File: src/rtl/puf_response_ctrl.sv
`timescale 1ns/1ps
// puf_response_ctrl: sequences ring-oscillator pair measurements for a PUF.
// For each pair i it clears the two edge counters, enables them for WINDOW
// cycles, lets them settle, then compares the counts to form response bit i.
//
// Ports:
//   clk, reset       rising-edge clock, synchronous active-high reset
//   start            one-cycle request, sampled only in IDLE
//   challenge        per-pair swap mask, captured on accepted start
//   count_a/count_b  edge counts from counters on sel_a / sel_b
//   ctr_clear        active-high clear to both counters
//   ctr_enable       count enable to both counters
//   sel_a/sel_b      RO indices (2*i, 2*i+1) routed to counters A/B
//   busy             high in every state except IDLE
//   done             one-cycle pulse when the response is complete
//   response         response word, bit i from pair i
//   response_valid   high from done until next accepted start or reset
//   tie/overflow     sticky per-run flags (equal counts / all-ones count)
module puf_response_ctrl #(
    parameter int unsigned CNT_W     = 16,
    parameter int unsigned WINDOW    = 1000,
    parameter int unsigned RESP_BITS = 8
) (
    input  logic                 clk,
    input  logic                 reset,
    input  logic                 start,
    input  logic [RESP_BITS-1:0] challenge,
    input  logic [CNT_W-1:0]     count_a,
    input  logic [CNT_W-1:0]     count_b,
    output logic                 ctr_clear,
    output logic                 ctr_enable,
    output logic [3:0]           sel_a,
    output logic [3:0]           sel_b,
    output logic                 busy,
    output logic                 done,
    output logic [RESP_BITS-1:0] response,
    output logic                 response_valid,
    output logic                 tie,
    output logic                 overflow
);

    localparam int unsigned IDX_W = 3;
    localparam int unsigned WIN_W = 16;
    localparam logic [WIN_W-1:0] WIN_LAST = WIN_W'(WINDOW - 1);
    localparam logic [IDX_W-1:0] IDX_LAST = IDX_W'(RESP_BITS - 1);
    localparam logic [CNT_W-1:0] CNT_ONES = {CNT_W{1'b1}};

    typedef enum logic [2:0] {
        S_IDLE    = 3'd0,
        S_CLEAR   = 3'd1,
        S_MEASURE = 3'd2,
        S_SETTLE  = 3'd3,
        S_COMPARE = 3'd4,
        S_DONE    = 3'd5
    } state_t;

    state_t               r_state;
    logic [IDX_W-1:0]     r_idx;
    logic [WIN_W-1:0]     r_win;
    logic [RESP_BITS-1:0] r_chal;

    logic                 w_chal_bit;
    logic [RESP_BITS-1:0] w_bit_mask;
    logic                 w_gt;
    logic                 w_eq;
    logic                 w_ovf;
    logic                 w_bit;
    logic [IDX_W-1:0]     w_next_idx;

    // Decode the current pair index into a challenge bit and a one-hot mask
    always_comb begin
        w_chal_bit = 1'b0;
        w_bit_mask = '0;
        for (int k = 0; k < int'(RESP_BITS); k++) begin
            if (r_idx == IDX_W'(k)) begin
                w_chal_bit    = r_chal[k];
                w_bit_mask[k] = 1'b1;
            end
        end
    end

    // Full-width unsigned compare; on a tie w_gt=0 so the bit equals the challenge bit
    assign w_gt       = (count_a > count_b);
    assign w_eq       = (count_a == count_b);
    assign w_ovf      = (count_a == CNT_ONES) || (count_b == CNT_ONES);
    assign w_bit      = w_gt ^ w_chal_bit;
    assign w_next_idx = r_idx + IDX_W'(1);

    // Sequencer with registered outputs
    always_ff @(posedge clk) begin
        if (reset) begin
            r_state        <= S_IDLE;
            r_idx          <= '0;
            r_win          <= '0;
            r_chal         <= '0;
            ctr_clear      <= 1'b1;
            ctr_enable     <= 1'b0;
            sel_a          <= 4'd0;
            sel_b          <= 4'd0;
            busy           <= 1'b0;
            done           <= 1'b0;
            response       <= '0;
            response_valid <= 1'b0;
            tie            <= 1'b0;
            overflow       <= 1'b0;
        end else begin
            done <= 1'b0;
            case (r_state)
                S_IDLE: begin
                    ctr_clear  <= 1'b0;
                    ctr_enable <= 1'b0;
                    if (start) begin
                        r_chal         <= challenge;
                        r_idx          <= '0;
                        sel_a          <= 4'd0;
                        sel_b          <= 4'd1;
                        response       <= '0;
                        response_valid <= 1'b0;
                        tie            <= 1'b0;
                        overflow       <= 1'b0;
                        busy           <= 1'b1;
                        ctr_clear      <= 1'b1;
                        r_state        <= S_CLEAR;
                    end
                end
                S_CLEAR: begin
                    ctr_clear  <= 1'b0;
                    ctr_enable <= 1'b1;
                    r_win      <= '0;
                    r_state    <= S_MEASURE;
                end
                S_MEASURE: begin
                    if (r_win == WIN_LAST) begin
                        ctr_enable <= 1'b0;
                        r_win      <= '0;
                        r_state    <= S_SETTLE;
                    end else begin
                        r_win <= r_win + WIN_W'(1);
                    end
                end
                // Two idle cycles so the counters' edge-detect pipelines drain
                S_SETTLE: begin
                    if (r_win == WIN_W'(1)) begin
                        r_win   <= '0;
                        r_state <= S_COMPARE;
                    end else begin
                        r_win <= r_win + WIN_W'(1);
                    end
                end
                S_COMPARE: begin
                    response <= (response & ~w_bit_mask) | (w_bit ? w_bit_mask : '0);
                    if (w_eq) begin
                        tie <= 1'b1;
                    end
                    if (w_ovf) begin
                        overflow <= 1'b1;
                    end
                    if (r_idx == IDX_LAST) begin
                        done           <= 1'b1;
                        response_valid <= 1'b1;
                        r_state        <= S_DONE;
                    end else begin
                        r_idx     <= w_next_idx;
                        sel_a     <= {w_next_idx, 1'b0};
                        sel_b     <= {w_next_idx, 1'b1};
                        ctr_clear <= 1'b1;
                        r_state   <= S_CLEAR;
                    end
                end
                S_DONE: begin
                    busy    <= 1'b0;
                    r_state <= S_IDLE;
                end
                default: begin
                    r_state <= S_IDLE;
                end
            endcase
        end
    end

endmodule

File: config.mk
export PLATFORM = sky130hd
export DESIGN_NAME = puf_response_ctrl
export DESIGN_NICKNAME = d
export VERILOG_FILES = /design/src/rtl/puf_response_ctrl.sv
export SDC_FILE = /design/constraint.sdc
export NUM_CORES = 1
export LEC_CHECK = 0
export ABC_AREA = 1
export CORE_MARGIN = 4
export CORE_UTILIZATION = 35
export CTS_BUF_LIST = sky130_fd_sc_hd__clkbuf_16
export DETAILED_ROUTE_END_ITERATION = 8
export GPL_TIMING_DRIVEN = 0
export SYNTH_ARGS = -nofsm -noshare
export SYNTH_HDL_FRONTEND = slang
export SYNTH_SLANG_ARGS = --single-unit
File: constraint.sdc
create_clock -name clk -period 1.81 [get_ports clk]
set_input_delay 0.4525 -clock clk [delete_from_list [all_inputs] [get_ports clk]]
set_output_delay 0.4525 -clock clk [all_outputs]
set_load 0.005 [all_outputs]
==> results.sh <==
export IMPL_synthSimpleGateAreaFrac=0.303
export IMPL_synth_avg_cell_area_sq_um=6.97
export IMPL_drc_errors=0
export IMPL_synth_mux_area_fraction=0
export IMPL_worst_slew_pin_slew_ns=0.666
export IMPL_finalCriticalPeriod_ns=1.79
export IMPL_first_global_vias=3006
export IMPL_crit_family="simple AND/OR/NAND/NOR gates"
export IMPL_synth_top_family_by_area="simple AND/OR/NAND/NOR gates"
export IMPL_die_h_um=102
export IMPL_crit_type="reg -> reg"
export IMPL_p_clk_frac=0.323
export IMPL_async_flop_share=0
export IMPL_outcome="finished, final reports clean"
export IMPL_drt_total_wl_um=8150
export IMPL_rows=33
export IMPL_power_leakage_nw=1.85
export IMPL_die_x_um=102
export IMPL_maxCapViolations=0
export IMPL_grt_pass1_wl_um=13500
export IMPL_hp_class="reg -> reg"
export IMPL_crit_slowest_cell="dfxtp_4"
export IMPL_critPathBufInv=2
export IMPL_ys_seq_area_frac=0.301
export IMPL_floorplan_initialDensity=0.367
export IMPL_dpl_hpwl_um=6060
export IMPL_grt_util_all_layers=0.161
export IMPL_max_stage_delay_ns=0.37
export IMPL_ant_nets=0
export IMPL_yosys_top_cells_area="dfxtp_1, ha_1, nand2_1"
export IMPL_period_share=0.990
export IMPL_fin_ws_ns=0.0177
export IMPL_p_switching_mw=1.02
export IMPL_cts_buffer_depth=2
export IMPL_syn_cell_area_sq_mm=0.00306
export IMPL_ios=66
export IMPL_die_area_sq_mm=0.0103
export IMPL_synthTopCellsByCount="nand2_1, inv_1, dfxtp_1"
export IMPL_wire_per_inst_um=12.9
export IMPL_dr_pass1_iters=4
export IMPL_synth_edf_count=0
export IMPL_finClkSkew_ns=0.00680
export IMPL_total_power_mw=3.15
export IMPL_cts_tree="built"
export IMPL_maxSlewViolCount=0
export IMPL_finalSetupViolCount=0
export IMPL_cts_root_buffer="clkbuf_16"
export IMPL_drt_iter0_markers=80
export IMPL_power_switching_share=0.325
export IMPL_clk_pin_slew_ns=0.06
export IMPL_top_usage_layer="met2"
export IMPL_ff_latch_area_sq_um=941
export IMPL_place_worst_setup_slack_ns=-0.734
export IMPL_cp_start_kind="register"
export IMPL_syn2layout_area_growth_pct=46.4
export IMPL_viasPerCell=4.82
export IMPL_p_seq_frac=0.366
export IMPL_antenna_found_initial=0
export IMPL_synthDistinctLibCells=43
export IMPL_cts_inserted_buffers=5
export IMPL_drive_gt1_frac=0.314
export IMPL_final_nets=595
export IMPL_grtUsageMet1=0.208
export IMPL_post_synth_top_count_cell="nand2_1"
export IMPL_postSynthCellCount=439
export IMPL_tns_ns=0
export IMPL_clock_sinks=46
export IMPL_path_max_fanout=3
export IMPL_syn_num_nets=506
export IMPL_grtUsageMet2=0.270
export IMPL_synth_compound_area_frac=0.164
export IMPL_ys_ff_latch=46
export IMPL_crit_chain="ha_4, nand2_2, inv_2, nand3_2, nor2_2, nand2_2, nor2_4, inv_2, nor3_4, nand3_2, o21ai_2, a21oi_2"
export IMPL_clk_latency_ns=0.29
export IMPL_route_vias_total=3055
export IMPL_powerDensity_mw_per_mm2=703
export IMPL_grt_overflow=0
export IMPL_cp_arrival_ns=1.97
export IMPL_holdWs_ns=0.453
export IMPL_grtUsageMet3=0.0358
export IMPL_rsz0062_at_grt="yes"
export IMPL_relSlewSlack=0.556
export IMPL_multi_input_area_sq_mm=0.00212
export IMPL_io_buffers=63
export IMPL_vdd_ir_drop_max_mv=0.439
export IMPL_num_fill_cells=813
export IMPL_hold_viol_final=0
export IMPL_coreArea_sq_mm=0.00834
export IMPL_grt_max_degree=14
export IMPL_p_int_mw=2.13
export IMPL_htreeDepth=2
export IMPL_p_comb_frac=0.311
export IMPL_diodes=0
export IMPL_synthAdderAreaFrac=0.0981
export IMPL_required_ns=1.99
export IMPL_ys_warn_count=0
export IMPL_clock_fmax_ghz=0.558
export IMPL_synthFlopType="dfxtp_1"
export IMPL_yosysTopAreaCellShare=0.301
export IMPL_synth_xor_area_share=0.00286
export IMPL_end_kind="register"
export IMPL_synth_top_area_cell="dfxtp_1"
export IMPL_gp_congestion=0.760
## cell families (layout without fill, tap and decap cells)
family          Yosys count  after routing
compound gates           86             86
xor+xnor                  1              1
fa+ha+maj                24             24
buf+inv                  96            186
flops                    46             46
other cells               1              1
simple gates            185            185
## layout make-up
class / count / area share
multi-input cells: 297 / 0.474
flip-flops and latches: 46 / 0.210
repair buffers: 82 / 0.160
inverters: 85 / 0.0729
well taps: 105 / 0.0293
clock buffers: 5 / 0.0279
plain buffers: 11 / 0.0179
clock inverters: 3 / 0.00838
## final timing paths
| kind | slack [ns] | to | from | depth (start not counted) |
|---|---|---|---|---|
| setup / recovery | 0.02 | r_win[14]$_SDFFE_PP0P_ | r_win[0]$_SDFFE_PP0P_ | 12 |
| hold reg to reg | 0.45 | sel_b[0]$_SDFFE_PP0P_ | sel_b[0]$_SDFFE_PP0P_ | 2 |
| hold / removal | 0.45 | sel_b[0]$_SDFFE_PP0P_ | sel_b[0]$_SDFFE_PP0P_ | 2 |
| setup reg to reg | 0.02 | r_win[14]$_SDFFE_PP0P_ | r_win[0]$_SDFFE_PP0P_ | 12 |
## per-layer routing
layer	part of all wire	wire (um)	vias to the layer above
li1	-	-	1599
met1	0.46	3740	1401
met2	0.49	3960	48
met3	0.046	378	7
met4	0.0094	77	0
met5	0	0	-
## sequential cells by signal, summed over array words and instances, names as in the netlist
| name | count |
|---|---|
| r_win | 16 |
| r_chal | 8 |
| response | 8 |
| r_state | 3 |
| sel_b | 3 |
| busy | 1 |
| ctr_clear | 1 |
| ctr_enable | 1 |
| done | 1 |
| overflow | 1 |
| response_valid | 1 |
| sel_a | 1 |
| tie | 1 |
## worst reg2reg max path, delay by kind of cell (launching register included)
family,cells,cell delay (ns)
compound gates,2,0.21
fa+ha+maj,1,0.14
buf+inv,2,0.13
flops,1,0.37
simple gates,7,0.85
## layout by cell type (no fill, tap or decap), types with 4 or more instances in the layout
cell / instances
dfxtp_1: 40
clkdlybuf4s15_2: 4
nand3_2: 10
o21ai_0: 25
nand2_1: 66
inv_2: 23
o211ai_1: 5
ha_4: 17
buf_2: 4
a21oi_1: 32
nor3_1: 5
buf_4: 23
clkdlybuf4s15_1: 12
dlygate4sd2_1: 5
a21oi_2: 10
nand4_1: 11
nor4_1: 7
nor2_4: 8
clkbuf_2: 9
dfxtp_4: 5
ha_1: 7
nor2_1: 26
inv_1: 61
clkbuf_16: 5
clkdlybuf4s50_1: 29
nand2_2: 18
nor2_2: 5
nand3_1: 16
## power by group through the flow
| stage | sequential, mW | clock [mW] | combinational (mW) |
|---|---|---|---|
| after global placement | 1.18 | 0 | 0.874 |
| after global routing | 1.16 | 1.10 | 1.11 |
| after floorplan | 1.16 | 0 | 0.577 |
| after detailed placement | 1.18 | 0 | 0.884 |
| final | 1.15 | 1.02 | 0.979 |
| after CTS | 1.15 | 1.04 | 0.920 |
## through the flow
step / std cells / utilization / area (sq um)
after global routing: 634 / 0.537 / 4480
after CTS: 622 / 0.508 / 4240
after floorplan: 439 / - / 3060
after global placement: 607 / 0.458 / 3820
final: 634 / 0.537 / 4480
after detailed placement: 607 / 0.458 / 3820
## what timing repair did
| item | 4_1_cts | 5_1_grt |
|---|---|---|
| setup buffers | 7 | 12 |
| hold buffers | 0 | 0 |
| setup endpoints to repair | 16 | 23 |
| gates resized for setup | 105 | 70 |
| pin swaps | 34 | 56 |
(Power assumes the default switching activity.)
